**config.mk**
```make
export PLATFORM = sky130hd
export DESIGN_NAME = hazard_scoreboard
export DESIGN_NICKNAME = d
export VERILOG_FILES = /design/src/rtl/hazard_scoreboard_pkg.sv /design/src/rtl/hazard_scoreboard_sb_match.sv /design/src/rtl/hazard_scoreboard.sv
export SDC_FILE = /design/constraint.sdc
export NUM_CORES = 1
export LEC_CHECK = 0
export ABC_AREA = 0
export CORE_MARGIN = 2
export CORE_UTILIZATION = 45
export CTS_CLUSTER_SIZE = 28
export DETAILED_ROUTE_END_ITERATION = 16
export GPL_TIMING_DRIVEN = 0
export PLACE_DENSITY = 0.85
export SYNTH_ARGS = -nofsm -noshare
export SYNTH_HDL_FRONTEND = slang
export SYNTH_SLANG_ARGS = --single-unit
```
**constraint.sdc**
```tcl
create_clock -name clk -period 2.15 [get_ports clk]
set_input_delay 0.43 -clock clk [delete_from_list [all_inputs] [get_ports clk]]
set_output_delay 0.43 -clock clk [all_outputs]
set_load 0.02 [all_outputs]
```
**src/rtl/hazard_scoreboard_pkg.sv**
```systemverilog
// Shared types and default constants for the hazard scoreboard slice.
package hazard_scoreboard_pkg;

    localparam int SB_RA_W_DEF    = 4;
    localparam int SB_NRD_DEF     = 2;
    localparam int SB_NFWD_DEF    = 2;
    localparam int SB_MUL_LAT_DEF = 3;
    localparam int SB_FLUSH_N_DEF = 2;

    // Tracking entries carry addresses at this fixed width so that one
    // typedef serves every RA_W up to this value (narrower addresses are
    // zero-extended on capture and on compare).
    localparam int SB_ADDR_MAX = 8;

    typedef struct packed {
        logic                   valid;
        logic                   wr;
        logic [SB_ADDR_MAX-1:0] addr;
        logic                   load;
    } stage_t;

    localparam stage_t STAGE_EMPTY = '{
        valid: 1'b0,
        wr:    1'b0,
        addr:  {SB_ADDR_MAX{1'b0}},
        load:  1'b0
    };

    // Width of a down-counter able to hold max_val (never narrower than 1 bit).
    function automatic int ctr_width(input int max_val);
        int w;
        w = $clog2(max_val + 1);
        if (w < 1) begin
            w = 1;
        end else begin
            w = w;
        end
        return w;
    endfunction

endpackage

```
**src/rtl/hazard_scoreboard_sb_match.sv**
```systemverilog
// Compares one read port against every tracked producer stage and picks the
// nearest (lowest-index) matching producer.
module sb_match
    import hazard_scoreboard_pkg::*;
#(
    parameter int RA_W = SB_RA_W_DEF,
    parameter int NFWD = SB_NFWD_DEF
) (
    input  logic                        rd_en,
    input  logic [RA_W-1:0]             rd_addr,
    input  logic [NFWD-1:0]             stg_wr,
    input  logic [NFWD*SB_ADDR_MAX-1:0] stg_addr,
    output logic [NFWD-1:0]             match_vec,
    output logic [NFWD-1:0]             near_oh
);

    logic [SB_ADDR_MAX-1:0] rd_addr_ext_s;
    logic                   found_s;

    // Per-stage address match and first-hit selection scanning from stage 0.
    always_comb begin
        rd_addr_ext_s = SB_ADDR_MAX'(rd_addr);
        match_vec     = {NFWD{1'b0}};
        near_oh       = {NFWD{1'b0}};
        found_s       = 1'b0;
        for (int k = 0; k < NFWD; k++) begin
            match_vec[k] = rd_en & stg_wr[k]
                         & (stg_addr[k*SB_ADDR_MAX +: SB_ADDR_MAX] == rd_addr_ext_s)
                         & (rd_addr != {RA_W{1'b0}});
            if (match_vec[k] && !found_s) begin
                near_oh[k] = 1'b1;
                found_s    = 1'b1;
            end else begin
                near_oh[k] = 1'b0;
            end
        end
    end

endmodule

```
**src/rtl/hazard_scoreboard.sv**
```systemverilog
// In-order pipeline hazard scoreboard: load-use stalls, multi-cycle multiply
// occupancy, post-branch flush window, sticky halt and bypass selection.
module hazard_scoreboard
    import hazard_scoreboard_pkg::*;
#(
    parameter int RA_W    = SB_RA_W_DEF,
    parameter int NRD     = SB_NRD_DEF,
    parameter int NFWD    = SB_NFWD_DEF,
    parameter int MUL_LAT = SB_MUL_LAT_DEF,
    parameter int FLUSH_N = SB_FLUSH_N_DEF
) (
    input  logic                 clk,
    input  logic                 rst,
    input  logic                 id_vld,
    input  logic [NRD-1:0]       rd_en,
    input  logic [NRD*RA_W-1:0]  rd_addr,
    input  logic                 wr_en,
    input  logic [RA_W-1:0]      wr_addr,
    input  logic                 is_load,
    input  logic                 is_mul,
    input  logic                 is_hlt,
    input  logic                 flow_change,
    output logic                 stall_if,
    output logic                 bubble,
    output logic [NRD*NFWD-1:0]  byp_sel,
    output logic                 mul_busy,
    output logic                 halted
);

    localparam int MUL_CW = ctr_width(MUL_LAT - 1);
    localparam int FL_CW  = ctr_width(FLUSH_N);

    localparam logic [MUL_CW-1:0] MUL_ZERO = {MUL_CW{1'b0}};
    localparam logic [MUL_CW-1:0] MUL_ONE  = MUL_CW'(1'b1);
    localparam logic [MUL_CW-1:0] MUL_LOAD = MUL_CW'(MUL_LAT - 1);
    localparam logic [FL_CW-1:0]  FL_ZERO  = {FL_CW{1'b0}};
    localparam logic [FL_CW-1:0]  FL_ONE   = FL_CW'(1'b1);
    localparam logic [FL_CW-1:0]  FL_LOAD  = FL_CW'(FLUSH_N);

    stage_t                      stage_r [NFWD];
    logic [MUL_CW-1:0]           mul_cnt_r;
    logic                        mul_busy_r;
    logic [FL_CW-1:0]            fl_cnt_r;
    logic                        halted_r;
    logic [NRD*NFWD-1:0]         byp_sel_r;

    logic [NFWD-1:0]             stg_wr_s;
    logic [NFWD*SB_ADDR_MAX-1:0] stg_addr_s;
    logic [NRD*NFWD-1:0]         match_s;
    logic [NRD*NFWD-1:0]         near_s;
    logic [NRD*NFWD-1:0]         byp_nxt_s;
    logic                        load_use_s;
    logic                        flushing_s;
    logic                        lu_flush_s;
    logic                        issue_s;
    logic [MUL_CW-1:0]           mul_cnt_nxt_s;
    logic [FL_CW-1:0]            fl_cnt_nxt_s;
    stage_t                      new_entry_s;

    // Flatten the tracking array into the vectors the per-port comparators take.
    always_comb begin
        stg_wr_s   = {NFWD{1'b0}};
        stg_addr_s = {(NFWD*SB_ADDR_MAX){1'b0}};
        for (int k = 0; k < NFWD; k++) begin
            stg_wr_s[k]                                = stage_r[k].valid & stage_r[k].wr;
            stg_addr_s[k*SB_ADDR_MAX +: SB_ADDR_MAX]   = stage_r[k].addr;
        end
    end

    for (genvar p = 0; p < NRD; p++) begin : g_port
        sb_match #(
            .RA_W (RA_W),
            .NFWD (NFWD)
        ) u_match (
            .rd_en     (rd_en[p]),
            .rd_addr   (rd_addr[p*RA_W +: RA_W]),
            .stg_wr    (stg_wr_s),
            .stg_addr  (stg_addr_s),
            .match_vec (match_s[p*NFWD +: NFWD]),
            .near_oh   (near_s[p*NFWD +: NFWD])
        );
    end

    // Hazard resolution: priority-ordered stall/bubble and the issue decision.
    always_comb begin
        load_use_s = 1'b0;
        for (int p = 0; p < NRD; p++) begin
            load_use_s = load_use_s | (id_vld & match_s[p*NFWD] & stage_r[0].load);
        end
        flushing_s = (fl_cnt_r != FL_ZERO);
        // A branch resolving together with a load-use kills the dependent
        // instruction instead of stalling it, so fetch keeps moving.
        lu_flush_s = flow_change & load_use_s;
        if (rst) begin
            stall_if = 1'b0;
            bubble   = 1'b0;
        end else if (flushing_s || lu_flush_s) begin
            stall_if = 1'b0;
            bubble   = 1'b1;
        end else if (halted_r || mul_busy_r || load_use_s) begin
            stall_if = 1'b1;
            bubble   = 1'b1;
        end else begin
            stall_if = 1'b0;
            bubble   = 1'b0;
        end
        issue_s = id_vld & ~stall_if & ~flushing_s & ~lu_flush_s & ~halted_r & ~rst;
    end

    // Next values of the multiply-occupancy and flush-window counters.
    always_comb begin
        if (flow_change) begin
            mul_cnt_nxt_s = MUL_ZERO;
        end else if (mul_busy_r) begin
            mul_cnt_nxt_s = mul_cnt_r - MUL_ONE;
        end else if (issue_s && is_mul) begin
            mul_cnt_nxt_s = MUL_LOAD;
        end else begin
            mul_cnt_nxt_s = MUL_ZERO;
        end
        if (flow_change) begin
            fl_cnt_nxt_s = FL_LOAD;
        end else if (flushing_s) begin
            fl_cnt_nxt_s = fl_cnt_r - FL_ONE;
        end else begin
            fl_cnt_nxt_s = FL_ZERO;
        end
    end

    // Entry entering ID_EX: the issuing instruction, or an empty slot.
    always_comb begin
        new_entry_s = STAGE_EMPTY;
        if (issue_s) begin
            new_entry_s.valid = 1'b1;
            new_entry_s.wr    = wr_en & (wr_addr != {RA_W{1'b0}});
            new_entry_s.addr  = SB_ADDR_MAX'(wr_addr);
            new_entry_s.load  = is_load;
        end else begin
            new_entry_s = STAGE_EMPTY;
        end
        // The nearest-producer one-hot is by construction inside the match set.
        byp_nxt_s = near_s & match_s;
    end

    // State update: counters, halt latch, tracking array and bypass selects.
    always_ff @(posedge clk or posedge rst) begin
        if (rst) begin
            mul_cnt_r  <= MUL_ZERO;
            mul_busy_r <= 1'b0;
            fl_cnt_r   <= FL_ZERO;
            halted_r   <= 1'b0;
            byp_sel_r  <= {(NRD*NFWD){1'b0}};
            for (int k = 0; k < NFWD; k++) begin
                stage_r[k] <= STAGE_EMPTY;
            end
        end else begin
            mul_cnt_r  <= mul_cnt_nxt_s;
            mul_busy_r <= (mul_cnt_nxt_s != MUL_ZERO);
            fl_cnt_r   <= fl_cnt_nxt_s;
            halted_r   <= halted_r | (issue_s & is_hlt);
            if (!mul_busy_r) begin
                stage_r[0] <= new_entry_s;
                for (int k = 1; k < NFWD; k++) begin
                    stage_r[k] <= stage_r[k-1];
                end
                if (issue_s) begin
                    byp_sel_r <= byp_nxt_s;
                end else begin
                    byp_sel_r <= {(NRD*NFWD){1'b0}};
                end
            end else begin
                byp_sel_r <= byp_sel_r;
            end
        end
    end

    assign byp_sel  = byp_sel_r;
    assign mul_busy = mul_busy_r;
    assign halted   = halted_r;

endmodule

```
==> impl_metrics.csv <==
group,metric,value,unit
clocking,cts_root_buffer,"clkbuf_4",
critical_path,timing.rr.start,"stage_r[14]$_DFFE_PP0N_",
die,die_h,55.0,microns
min_path,hold_path.class,"register to register",
critical_path,crit_end,"stall_if",
detailed_routing,drt-initial-drc-count,10,
die,die_width,55.0,microns
layout,layout_common_cells,"22 x dfrtp_1, 19 x clkdlybuf4s50_1, 14 x xnor2_1",
grt,grt_pass1_vias,998,
placed_design,dpl-instance-area,1510,sq um
grt,grt_pass1_wl,4.46,mm
synthesis,synth_seq_cells,23,
layout,final_area,1650,sq um
timing,relSlewSlack,0.426,
critical_path,path_class,"register to primary output",
detailed_routing,vias,965,
power,peakVddDrop,0.000447,V
detailed_routing,finalWirelength,2.86,mm
layout,final_cells,170,
detailed_routing,ant_nets,0,
critical_path,rr_worst_depth,7,
power,leakage,0.706,nW
synthesis,ys_types,31,
power,p_total,0.769,mW
detailed_routing,avgRoutedWirePerCell,16.8,microns
timing,worst_pin_slew,0.860,ns
layout,fin_nets,163,
synthesis,synth_fp_nets,120,
clocking,insertion_delay,0.30,ns
layout,drive_above_1_share,0.214,
grt,overflow,0,
run,maxCapViolations,0,
clocking,cts_tree,"yes",
critical_path,critPathLaunchType,"register",
critical_path,cp-startpoint,"stage_r[14]$_DFFE_PP0N_",
timing,finalSetupTns,-0.369,ns
critical_path,timing.rr.end,"stage_r[15]$_DFFE_PP0N_",
detailed_routing,via_per_inst,5.68,
timing,min_period,2.34,ns
detailed_routing,first_pass_iters,4,
synthesis,synth_top_area_frac,0.492,
clocking,numCtsBuffers,3,
synthesis,postSynthAreaPerCell,11.9,sq um
critical_path,cp_data_arrival_time,1.91,ns
timing,hold_viol,0,
grt,grtUsageMet2,0.417,
clocking,htree_levels,1,
layout,layout_commonest_cell,"dfrtp_1",
synthesis,ys_top_cells_by_area,"dfrtp_1 49%, xnor2_1 10%, a32o_1 6.8%",
placed_design,finalWeightedCongestion,0.809,
critical_path,required,1.72,ns
die,fp.coreArea,2480,sq um
timing,finalSetupViolCount,2,
timing,setup_slack,-0.192,ns
placed_design,dp_hpwl,2.09,mm
synthesis,synth_cells,98,
die,die_area,3020,sq um
layout,n_antenna_cell,0,
layout,area_delta_synth_final,40.9,%
grt,met1_usage,0.245,
placed_design,dp_cells,157,
die,io-pin-count,30,
timing,worst_clock_skew,0.00268,ns
timing,rsz0062_at_grt,"yes",
die,start_util,0.472,
status,violations,"setup timing",
timing,slew_viol_final,0,
status,status,"finished, violations left",
critical_path,end_kind,"primary output",
grt,grt_max_degree,24,
placed_design,dp_slack,-1.29,ns
clocking,clockBufferDepth,2,
die,rows,18,
detailed_routing,drc,0,
synthesis,seq_area_frac_synth,0.492,
grt,met3_usage,0.0323,
clocking,clk_pin_slew,0.12,ns
timing,fmax,0.427,GHz
placed_design,io_buffers,29,
grt,antenna_found_initial,0,
synthesis,ys_warn_count,0,
power,power_density,467,nW/um^2
grt,grt.total_usage,0.214,
grt,top_usage_layer,"met2",
critical_path,path_max_fanout,4,
timing,min_period_over_period,1.09,
synthesis,yosysTopAreaCell,"dfrtp_1",
critical_path,r2r_slack,0.23,ns
clocking,clock_sinks,23,
synthesis,synth.cell_area,1170,sq um
[registers in the layout, indices dropped and copies added (netlist names)]
| name | flops |
|---|---|
| byp_sel | 4 |
| mul_busy | 1 |
| stage_r | 13 |
| fl_cnt_r | 2 |
| halted | 1 |
| mul_cnt_r | 2 |
[power by group]
| group | internal (mW) | switching [mW] | leakage (nW) |
|---|---|---|---|
| clock network | 0.0723 | 0.119 | 0.0150 |
| registers | 0.441 | 0.00851 | 0.311 |
| logic | 0.0665 | 0.0630 | 0.380 |
[synth_stat cells, drive strengths merged]
| master | instances |
|---|---|
| and3 | 1 |
| nand2b | 2 |
| o41ai | 2 |
| o21ai | 2 |
| a22o | 3 |
| buf | 2 |
| nor3 | 1 |
| nand4 | 2 |
| nor4 | 4 |
| nand3b | 1 |
| clkbuf | 2 |
| xnor2 | 14 |
| nor3b | 1 |
| a21o | 1 |
| a32o | 8 |
| nor2b | 2 |
| mux2 | 6 |
| o2bb2ai | 2 |
| a41o | 1 |
| o41a | 1 |
| dfrtp | 23 |
| nand3 | 3 |
| a31oi | 1 |
| mux2i | 1 |
| nand2 | 3 |
| o21bai | 1 |
| inv | 2 |
| xor2 | 3 |
| nor2 | 3 |
[worst max-delay path: stages, from the launching register on]
cell and delay, ns:
dfrtp_1 0.45, xnor2_1 0.19, nand2_1 0.12, nor4_4 0.36
o21bai_4 0.14, mux2i_2 0.18, buf_4 0.16
[logic make-up (layout without fill, tap and decap cells)]
logic type / count (synthesis) / count (layout) / share of synthesized area
DFF: 23 / 23 / 0.492
and+or+nand+nor: 23 / 23 / 0.119
AOI/OAI and AO/OA: 22 / 22 / 0.169
xor gates and xnor gates: 17 / 17 / 0.127
muxes: 7 / 7 / 0.0663
buffers and inverters: 6 / 48 / 0.0267
[how the worst min path moves through the flow]
| stage | start | to | slack (ns) | depth (start not counted) |
|---|---|---|---|---|
| after floorplan | rst | byp_sel[0]$_DFFE_PP0N_ | 0.43 | 1 |
| after global routing | mul_cnt_r[0]$_DFF_PP0_ | mul_cnt_r[0]$_DFF_PP0_ | 0.52 | 1 |
| after CTS | mul_cnt_r[0]$_DFF_PP0_ | mul_cnt_r[0]$_DFF_PP0_ | 0.50 | 1 |
| final | mul_cnt_r[0]$_DFF_PP0_ | mul_cnt_r[0]$_DFF_PP0_ | 0.48 | 1 |
| after global placement | mul_cnt_r[0]$_DFF_PP0_ | mul_cnt_r[0]$_DFF_PP0_ | 0.45 | 1 |
| after detailed placement | mul_cnt_r[0]$_DFF_PP0_ | mul_cnt_r[0]$_DFF_PP0_ | 0.48 | 1 |
[repair_timing]
item | CTS | global route
buffers inserted | 7 | 3
pin swaps | 8 | 5
hold buffers | 0 | 0
endpoints found under the hold margin | 0 | 0
gates cloned | 0 | 0
gates resized for setup | 25 | 2
endpoints found under the setup margin | 5 | 2
[through the flow]
stage | utilization | hold slack, ns
after floorplan | - | 0.432
after global routing | 0.665 | 0.519
after CTS | 0.657 | 0.497
final | 0.665 | 0.485
after global placement | 0.609 | 0.450
after detailed placement | 0.609 | 0.479
[layout make-up]
cell class              instances  area [sq um]
repair buffers                 39           352
flip-flops and latches         23           577
multi-input cells              69           636
well taps                      30          37.5
inverters                       2          7.51
clock buffers                   4          26.3
fillers                       208           830
plain buffers                   3          12.5
[layer usage]
| metal | wire (microns) | up-vias |
|---|---|---|
| met5 | 0 | - |
| met4 | 0 | 0 |
| met3 | 94 | 0 |
| met2 | 1560 | 33 |
| met1 | 1210 | 477 |
| li1 | - | 455 |
No activity file was read; power rests on OpenSTA's default activity.
